--- src/rtl/collision_score_if.sv ---
// Game-logic bundle between the playfield driver and collision_score:
// bird/column geometry and tick events in, game status and BCD scores out.
interface collision_score_if;
    logic        start;
    logic [10:0] birdY;
    logic [10:0] Ax;
    logic [10:0] Ay;
    logic [10:0] Bx;
    logic [10:0] By;
    logic        passColumn;
    logic        finished;
    logic        playing;
    logic        collision;
    logic [15:0] score;
    logic [15:0] highScore;

    modport master (
        output start, birdY, Ax, Ay, Bx, By, passColumn,
        input  finished, playing, collision, score, highScore
    );

    modport slave (
        input  start, birdY, Ax, Ay, Bx, By, passColumn,
        output finished, playing, collision, score, highScore
    );
endinterface

--- src/rtl/collision_score.sv ---
// IDLE/PLAY/DEAD game FSM with bird-vs-column/floor hit detection and BCD scoring.
// High-score tracking is built only when COLLISION_SCORE_HIGHSCORE_EN is defined.
module collision_score #(
    parameter int SCREEN_HEIGHT = 480,
    parameter int COL_W         = 80,
    parameter int GAP_HALF      = 50,
    parameter int BIRD_X        = 200,
    parameter int BIRD_SIZE     = 16
) (
    input  logic               gameClk,
    input  logic               reset,
    collision_score_if.slave   bus
);

    typedef enum logic [1:0] {
        S_IDLE = 2'd0,
        S_PLAY = 2'd1,
        S_DEAD = 2'd2
    } state_t;

    localparam logic [11:0] L_X_MIN   = 12'(BIRD_X);
    localparam logic [11:0] L_X_MAX   = 12'(BIRD_X + BIRD_SIZE + COL_W - 2);
    localparam logic [11:0] L_GAP     = 12'(GAP_HALF);
    localparam logic [11:0] L_SIZE_M1 = 12'(BIRD_SIZE - 1);
    localparam logic [11:0] L_FLOOR   = 12'(SCREEN_HEIGHT - 1);

    // Both bounds are compared against X directly so X=0 cannot underflow.
    function automatic logic col_overlap(input logic [11:0] x);
        return (x >= L_X_MIN) && (x <= L_X_MAX);
    endfunction

    function automatic logic col_hit(input logic [11:0] x, input logic [11:0] y,
                                     input logic [11:0] top, input logic [11:0] bot);
        return col_overlap(x) && (((top + L_GAP) < y) || (bot > (y + L_GAP)));
    endfunction

    function automatic logic [15:0] bcd_inc(input logic [15:0] v);
        logic [15:0] r;
        logic        c;
        r = v;
        c = 1'b1;
        for (int i = 0; i < 4; i++) begin
            if (c) begin
                if (v[4*i +: 4] >= 4'd9) begin
                    r[4*i +: 4] = 4'd0;
                    c           = 1'b1;
                end else begin
                    r[4*i +: 4] = v[4*i +: 4] + 4'd1;
                    c           = 1'b0;
                end
            end else begin
                r[4*i +: 4] = v[4*i +: 4];
            end
        end
        return r;
    endfunction

    state_t      r_state;
    state_t      w_next;
    logic        r_playing;
    logic        r_finished;
    logic        r_collision;
    logic        w_collision_next;
    logic [15:0] r_score;
    logic [15:0] w_score_next;
    logic [11:0] w_top;
    logic [11:0] w_bot;
    logic        w_hit;

    assign w_top = {1'b0, bus.birdY};
    assign w_bot = w_top + L_SIZE_M1;
    assign w_hit = col_hit({1'b0, bus.Ax}, {1'b0, bus.Ay}, w_top, w_bot)
                 | col_hit({1'b0, bus.Bx}, {1'b0, bus.By}, w_top, w_bot)
                 | (w_bot >= L_FLOOR);

    // Next state, next score and next collision flag.
    always_comb begin
        w_next           = r_state;
        w_score_next     = r_score;
        w_collision_next = r_collision;
        case (r_state)
            S_IDLE: begin
                if (bus.start) begin
                    w_next       = S_PLAY;
                    w_score_next = 16'h0000;
                end else begin
                    w_next = S_IDLE;
                end
            end
            S_PLAY: begin
                // A hit on the same tick as a column pass freezes the score.
                if (w_hit) begin
                    w_next           = S_DEAD;
                    w_collision_next = 1'b1;
                end else if (bus.passColumn) begin
                    w_score_next = bcd_inc(r_score);
                end else begin
                    w_next = S_PLAY;
                end
            end
            S_DEAD: begin
                if (bus.start) begin
                    w_next           = S_PLAY;
                    w_score_next     = 16'h0000;
                    w_collision_next = 1'b0;
                end else begin
                    w_next = S_DEAD;
                end
            end
            default: begin
                w_next           = S_IDLE;
                w_score_next     = 16'h0000;
                w_collision_next = 1'b0;
            end
        endcase
    end

    // State, status flags and score registers.
    always_ff @(posedge gameClk or posedge reset) begin
        if (reset) begin
            r_state     <= S_IDLE;
            r_playing   <= 1'b0;
            r_finished  <= 1'b0;
            r_collision <= 1'b0;
            r_score     <= 16'h0000;
        end else begin
            r_state     <= w_next;
            r_playing   <= (w_next == S_PLAY);
            r_finished  <= (w_next == S_DEAD);
            r_collision <= w_collision_next;
            r_score     <= w_score_next;
        end
    end

    assign bus.playing   = r_playing;
    assign bus.finished  = r_finished;
    assign bus.collision = r_collision;
    assign bus.score     = r_score;

`ifdef COLLISION_SCORE_HIGHSCORE_EN
    logic [15:0] r_high;

    // Most-significant differing digit decides.
    function automatic logic bcd_gt(input logic [15:0] a, input logic [15:0] b);
        logic gt;
        logic done;
        gt   = 1'b0;
        done = 1'b0;
        for (int i = 3; i >= 0; i--) begin
            if (!done && (a[4*i +: 4] != b[4*i +: 4])) begin
                gt   = (a[4*i +: 4] > b[4*i +: 4]);
                done = 1'b1;
            end else begin
                gt   = gt;
                done = done;
            end
        end
        return gt;
    endfunction

    // Best score is captured on the PLAY->DEAD edge.
    always_ff @(posedge gameClk or posedge reset) begin
        if (reset) begin
            r_high <= 16'h0000;
        end else if ((r_state == S_PLAY) && w_hit && bcd_gt(r_score, r_high)) begin
            r_high <= r_score;
        end else begin
            r_high <= r_high;
        end
    end

    assign bus.highScore = r_high;
`else
    assign bus.highScore = 16'h0000;
`endif

endmodule

--- src/flat_wrapper.sv ---
// flat-port wrapper written by rule: the top's interface ports become plain ports
module collision_score_flat 
#(
    parameter int SCREEN_HEIGHT = 480,
    parameter int COL_W         = 80,
    parameter int GAP_HALF      = 50,
    parameter int BIRD_X        = 200,
    parameter int BIRD_SIZE     = 16
)
  (gameClk, reset, bus_start, bus_birdY, bus_Ax, bus_Ay, bus_Bx, bus_By, bus_passColumn, bus_finished, bus_playing, bus_collision, bus_score, bus_highScore);
  collision_score_if bus_i ();
  input  logic gameClk;
  input  logic reset;
  input wire logic [$bits(bus_i.start)-1:0] bus_start;
  input wire logic [$bits(bus_i.birdY)-1:0] bus_birdY;
  input wire logic [$bits(bus_i.Ax)-1:0] bus_Ax;
  input wire logic [$bits(bus_i.Ay)-1:0] bus_Ay;
  input wire logic [$bits(bus_i.Bx)-1:0] bus_Bx;
  input wire logic [$bits(bus_i.By)-1:0] bus_By;
  input wire logic [$bits(bus_i.passColumn)-1:0] bus_passColumn;
  output wire logic [$bits(bus_i.finished)-1:0] bus_finished;
  output wire logic [$bits(bus_i.playing)-1:0] bus_playing;
  output wire logic [$bits(bus_i.collision)-1:0] bus_collision;
  output wire logic [$bits(bus_i.score)-1:0] bus_score;
  output wire logic [$bits(bus_i.highScore)-1:0] bus_highScore;
  assign bus_i.start = bus_start;
  assign bus_i.birdY = bus_birdY;
  assign bus_i.Ax = bus_Ax;
  assign bus_i.Ay = bus_Ay;
  assign bus_i.Bx = bus_Bx;
  assign bus_i.By = bus_By;
  assign bus_i.passColumn = bus_passColumn;
  assign bus_finished = bus_i.finished;
  assign bus_playing = bus_i.playing;
  assign bus_collision = bus_i.collision;
  assign bus_score = bus_i.score;
  assign bus_highScore = bus_i.highScore;
  collision_score #(.SCREEN_HEIGHT(SCREEN_HEIGHT), .COL_W(COL_W), .GAP_HALF(GAP_HALF), .BIRD_X(BIRD_X), .BIRD_SIZE(BIRD_SIZE)) u_core (.gameClk(gameClk), .reset(reset), .bus(bus_i));
endmodule
--- config.mk ---
export PLATFORM = sky130hd
export DESIGN_NAME = collision_score_flat
export DESIGN_NICKNAME = d
export VERILOG_FILES = /design/src/rtl/collision_score_if.sv /design/src/rtl/collision_score.sv /design/src/flat_wrapper.sv
export SDC_FILE = /design/constraint.sdc
export NUM_CORES = 1
export LEC_CHECK = 0
export CAP_MARGIN = 0
export CORE_MARGIN = 8
export CORE_UTILIZATION = 54
export CTS_CLUSTER_SIZE = 20
export DETAILED_ROUTE_END_ITERATION = 16
export PLACE_DENSITY = 0.89
export SYNTH_ARGS = -nofsm -noshare
export SYNTH_HDL_FRONTEND = slang
export SYNTH_SLANG_ARGS = --single-unit
--- constraint.sdc ---
create_clock -name gameClk -period 2.75 [get_ports gameClk]
set_clock_uncertainty 0.05 [all_clocks]
set_input_delay 0.4125 -clock gameClk [delete_from_list [all_inputs] [get_ports gameClk]]
set_output_delay 0.4125 -clock gameClk [all_outputs]
set_load 0.05 [all_outputs]
==> results.sh <==
export IMPL_violations="setup timing"
export IMPL_worstPathRequired_ns=2.85
export IMPL_period_share_pct=138
export IMPL_worstHoldPathType="reg2reg"
export IMPL_outcome="complete, but fails checks"
export IMPL_timing_rr_start="u_core.bus.score[4]"
export IMPL_port_buffers=77
export IMPL_coreArea_um2=6240
export IMPL_p_leak_nw=2.57
export IMPL_cp_max_fo=6
export IMPL_ys_flop_type="dfrtp_1"
export IMPL_synthArstFlopShare_pct=100
export IMPL_grt_pass1_wl_um=21100
export IMPL_crit_path_end_kind="flop"
export IMPL_grt_max_degree=22
export IMPL_intPower_uw=889
export IMPL_grt_pass1_vias=4508
export IMPL_hold_depth=1
export IMPL_tightest_slew_ns=0.791
export IMPL_pwr_share_seq_pct=21.2
export IMPL_postRouteAntennaNets=0
export IMPL_period_needed_ns=3.80
export IMPL_ys_types=66
export IMPL_fmax_mhz=263
export IMPL_diodes=0
export IMPL_drive_gt1_share_pct=34.7
export IMPL_netSwitchingFraction_pct=45.8
export IMPL_n_fill_cell=273
export IMPL_ir_drop_v=0.000248
export IMPL_drt_iter0_drc=364
export IMPL_hold_violations=0
export IMPL_rsz0062_at_grt="yes"
export IMPL_grt_usage_pct=28.9
export IMPL_min_from="u_core.bus.score[3]"
export IMPL_holdBufCountCts=0
export IMPL_post_dp_hpwl_um=9280
export IMPL_clkPwrFrac_pct=12.1
export IMPL_power_frac_comb_pct=66.6
export IMPL_yosysSeqAreaShare_pct=15.4
export IMPL_synth_edf_count=0
export IMPL_synth_top_cell_by_area="ha_1"
export IMPL_p_sw_uw=752
export IMPL_dp_slack_ns=-1.61
export IMPL_setup_viol_count_final=21
export IMPL_cts_buffers=3
export IMPL_wl_um=15700
export IMPL_root_buffer="clkbuf_8"
export IMPL_final_cell_mix="95 x buf_4, 52 x clkdlybuf4s50_1, 51 x ha_1, 42 x inv_1, 25 x nor2_1"
export IMPL_drc=0
export IMPL_synthTopCellsByArea="ha_1 22%, dfrtp_1 15%, xnor2_1 5.4%"
export IMPL_setup_slack_ns=-1.05
export IMPL_wl_per_cell_um=23.4
export IMPL_max_slew_margin_rel_pct=47.2
export IMPL_cts_num_sinks=21
export IMPL_startpoint_type="input port"
export IMPL_h_tree_depth=1
export IMPL_antenna_found_initial=0
export IMPL_multi_input_area_um2=3140
export IMPL_die_w_um=95.5
export IMPL_path_clk_slew_ns=0.07
export IMPL_regToRegSetupSlack_ns=0.21
export IMPL_drv_cap=0
export IMPL_criticalPathCategory="in2reg"
export IMPL_worstRegToRegCells=9
export IMPL_slew_viol_final=0
export IMPL_layout_commonest_cell="buf_4"
export IMPL_cts_tree="yes"
export IMPL_nets=715
export IMPL_vias=4391
export IMPL_synth_top_area_share_pct=22.3
export IMPL_die_h_um=95.5
export IMPL_initial_core_util_pct=54.8
export IMPL_globalRoute_totalOverflow=0
export IMPL_netlist_area_um2=3420
export IMPL_clk_path_buf_depth=2
export IMPL_r2r_end="u_core.bus.score[12]"
export IMPL_yosysWarningCount=0
export IMPL_regArea_um2=526
export IMPL_tns_ns=-19.90
export IMPL_viasPerCell=6.54
export IMPL_ys_ff_latch=21
export IMPL_die_area_um2=9130
export IMPL_area_growth_pct=60.9
export IMPL_power_density_nw_per_um2=299
export IMPL_gp_congestion=0.935
export IMPL_pin_count=94
export IMPL_clk_latency_ns=0.25
export IMPL_synth_avg_cell_area_um2=8.06
export IMPL_drt_pass1_iter_count=6
export IMPL_cp_arrival_ns=3.89
export IMPL_hold_end="u_core.bus.score[3]"
export IMPL_rows=29
export IMPL_worstSetupStartpoint="bus_birdY[1]"
export IMPL_postSynthCellCount=424
## cell usage after synthesis (2+ instances only)
cell type	number
nand2_2	2
nor3b_1	3
nor4bb_1	2
nor3_1	12
and3_1	5
a2111oi_0	2
or3_1	4
nand3_1	21
inv_2	2
a211o_1	2
xnor2_1	21
a21oi_1	19
nand2_1	27
o211ai_1	3
or4_1	2
nor2b_1	5
nor2_1	28
nor4b_1	2
buf_4	20
o21a_1	5
ha_1	61
a211oi_2	2
mux2i_1	4
a31o_2	2
a31oi_1	9
nand4_1	4
nand2b_1	5
o21ai_0	19
nand3b_1	2
a211oi_1	4
dfrtp_1	21
a21o_1	7
buf_2	2
xnor2_2	2
a311o_1	2
inv_1	45
and2_1	3
xor2_1	13
a21boi_0	3
## per-layer routing
metal,global-route usage (%),up-vias,share of wire (%)
met4,25.2,0,9.5
met3,6.54,173,9.8
met5,0,-,0
met1,26.8,2035,32
li1,-,1802,-
met2,52.5,381,49
## area by class of cell
type	instances	share of cell area (%)
Clock buffer	4	0.819
Multi-Input combinational cell	346	57.2
Inverter	47	3.34
Tap cell	77	1.75
Sequential cell	21	9.56
Timing Repair Buffer	176	27.3
## critical path, cell delays in order
cell and delay, ns:
buf_8 0.09, clkinvlp_4 0.15, ha_4 0.19, a21boi_4 0.14
a21oi_2 0.20, nand2_2 0.18, xnor2_2 0.20, ha_1 0.37
buf_4 0.15, nand3_1 0.19, nor2_1 0.35, a31oi_1 0.21
a221oi_4 0.37, buf_12 0.17, a31o_4 0.23, nand2_4 0.07
a22o_1 0.23
## what timing repair did
action,CTS,global route
setup buffers,13,11
endpoints found under the setup margin,21,21
pin swaps,45,34
gates resized for setup,112,58
gates cloned,1,0
## power by group through the flow
stage	Combinational (mW)	Sequential, mW	Clock [mW]
floorplan	0.453	0.390	0
global placement	0.772	0.347	0
detailed placement	0.820	0.348	0
CTS	0.901	0.342	0.198
global route	1.15	0.349	0.209
finish	1.09	0.349	0.199
## flip-flops by register name, indices dropped and copies added (netlist names)
| signal | count |
|---|---|
| u_core.bus.score | 16 |
| u_core.bus.finished | 1 |
| u_core.bus.playing | 1 |
| u_core.r_state | 2 |
| u_core.bus.collision | 1 |
## metrics by stage
step	std cells	hold slack [ns]	util (%)	instance area, µm²	power (mW)
after global placement	645	0.465	76.8	4790	1.12
after global routing	671	0.529	88.1	5500	1.71
after detailed placement	645	0.466	76.8	4790	1.17
final	671	0.481	88.1	5500	1.64
after floorplan	439	0.339	-	3530	0.843
after CTS	662	0.469	83.7	5220	1.44
## worst max-delay path by stage
stage	depth (start not counted)	endpoint	slack, ns
after floorplan	15	u_core.bus.score[14]	-0.65
after global placement	16	u_core.bus.score[14]	-1.40
after detailed placement	16	u_core.bus.score[6]	-1.61
after CTS	17	u_core.bus.score[15]	-0.69
after global routing	18	u_core.bus.score[2]	-1.15
final	17	u_core.bus.score[14]	-1.05
## kinds of logic after synthesis
group | synth area share [%]
multiplexers | 1.17
XOR/XNOR | 9.67
AO/OA/AOI/OAI | 18.9
buffers and inverters | 10.4
flip-flops | 15.4
adder cells (fa/ha/maj) | 22.6
AND/OR/NAND/NOR | 21.8
other | 0.110
(Power assumes the default switching activity.)
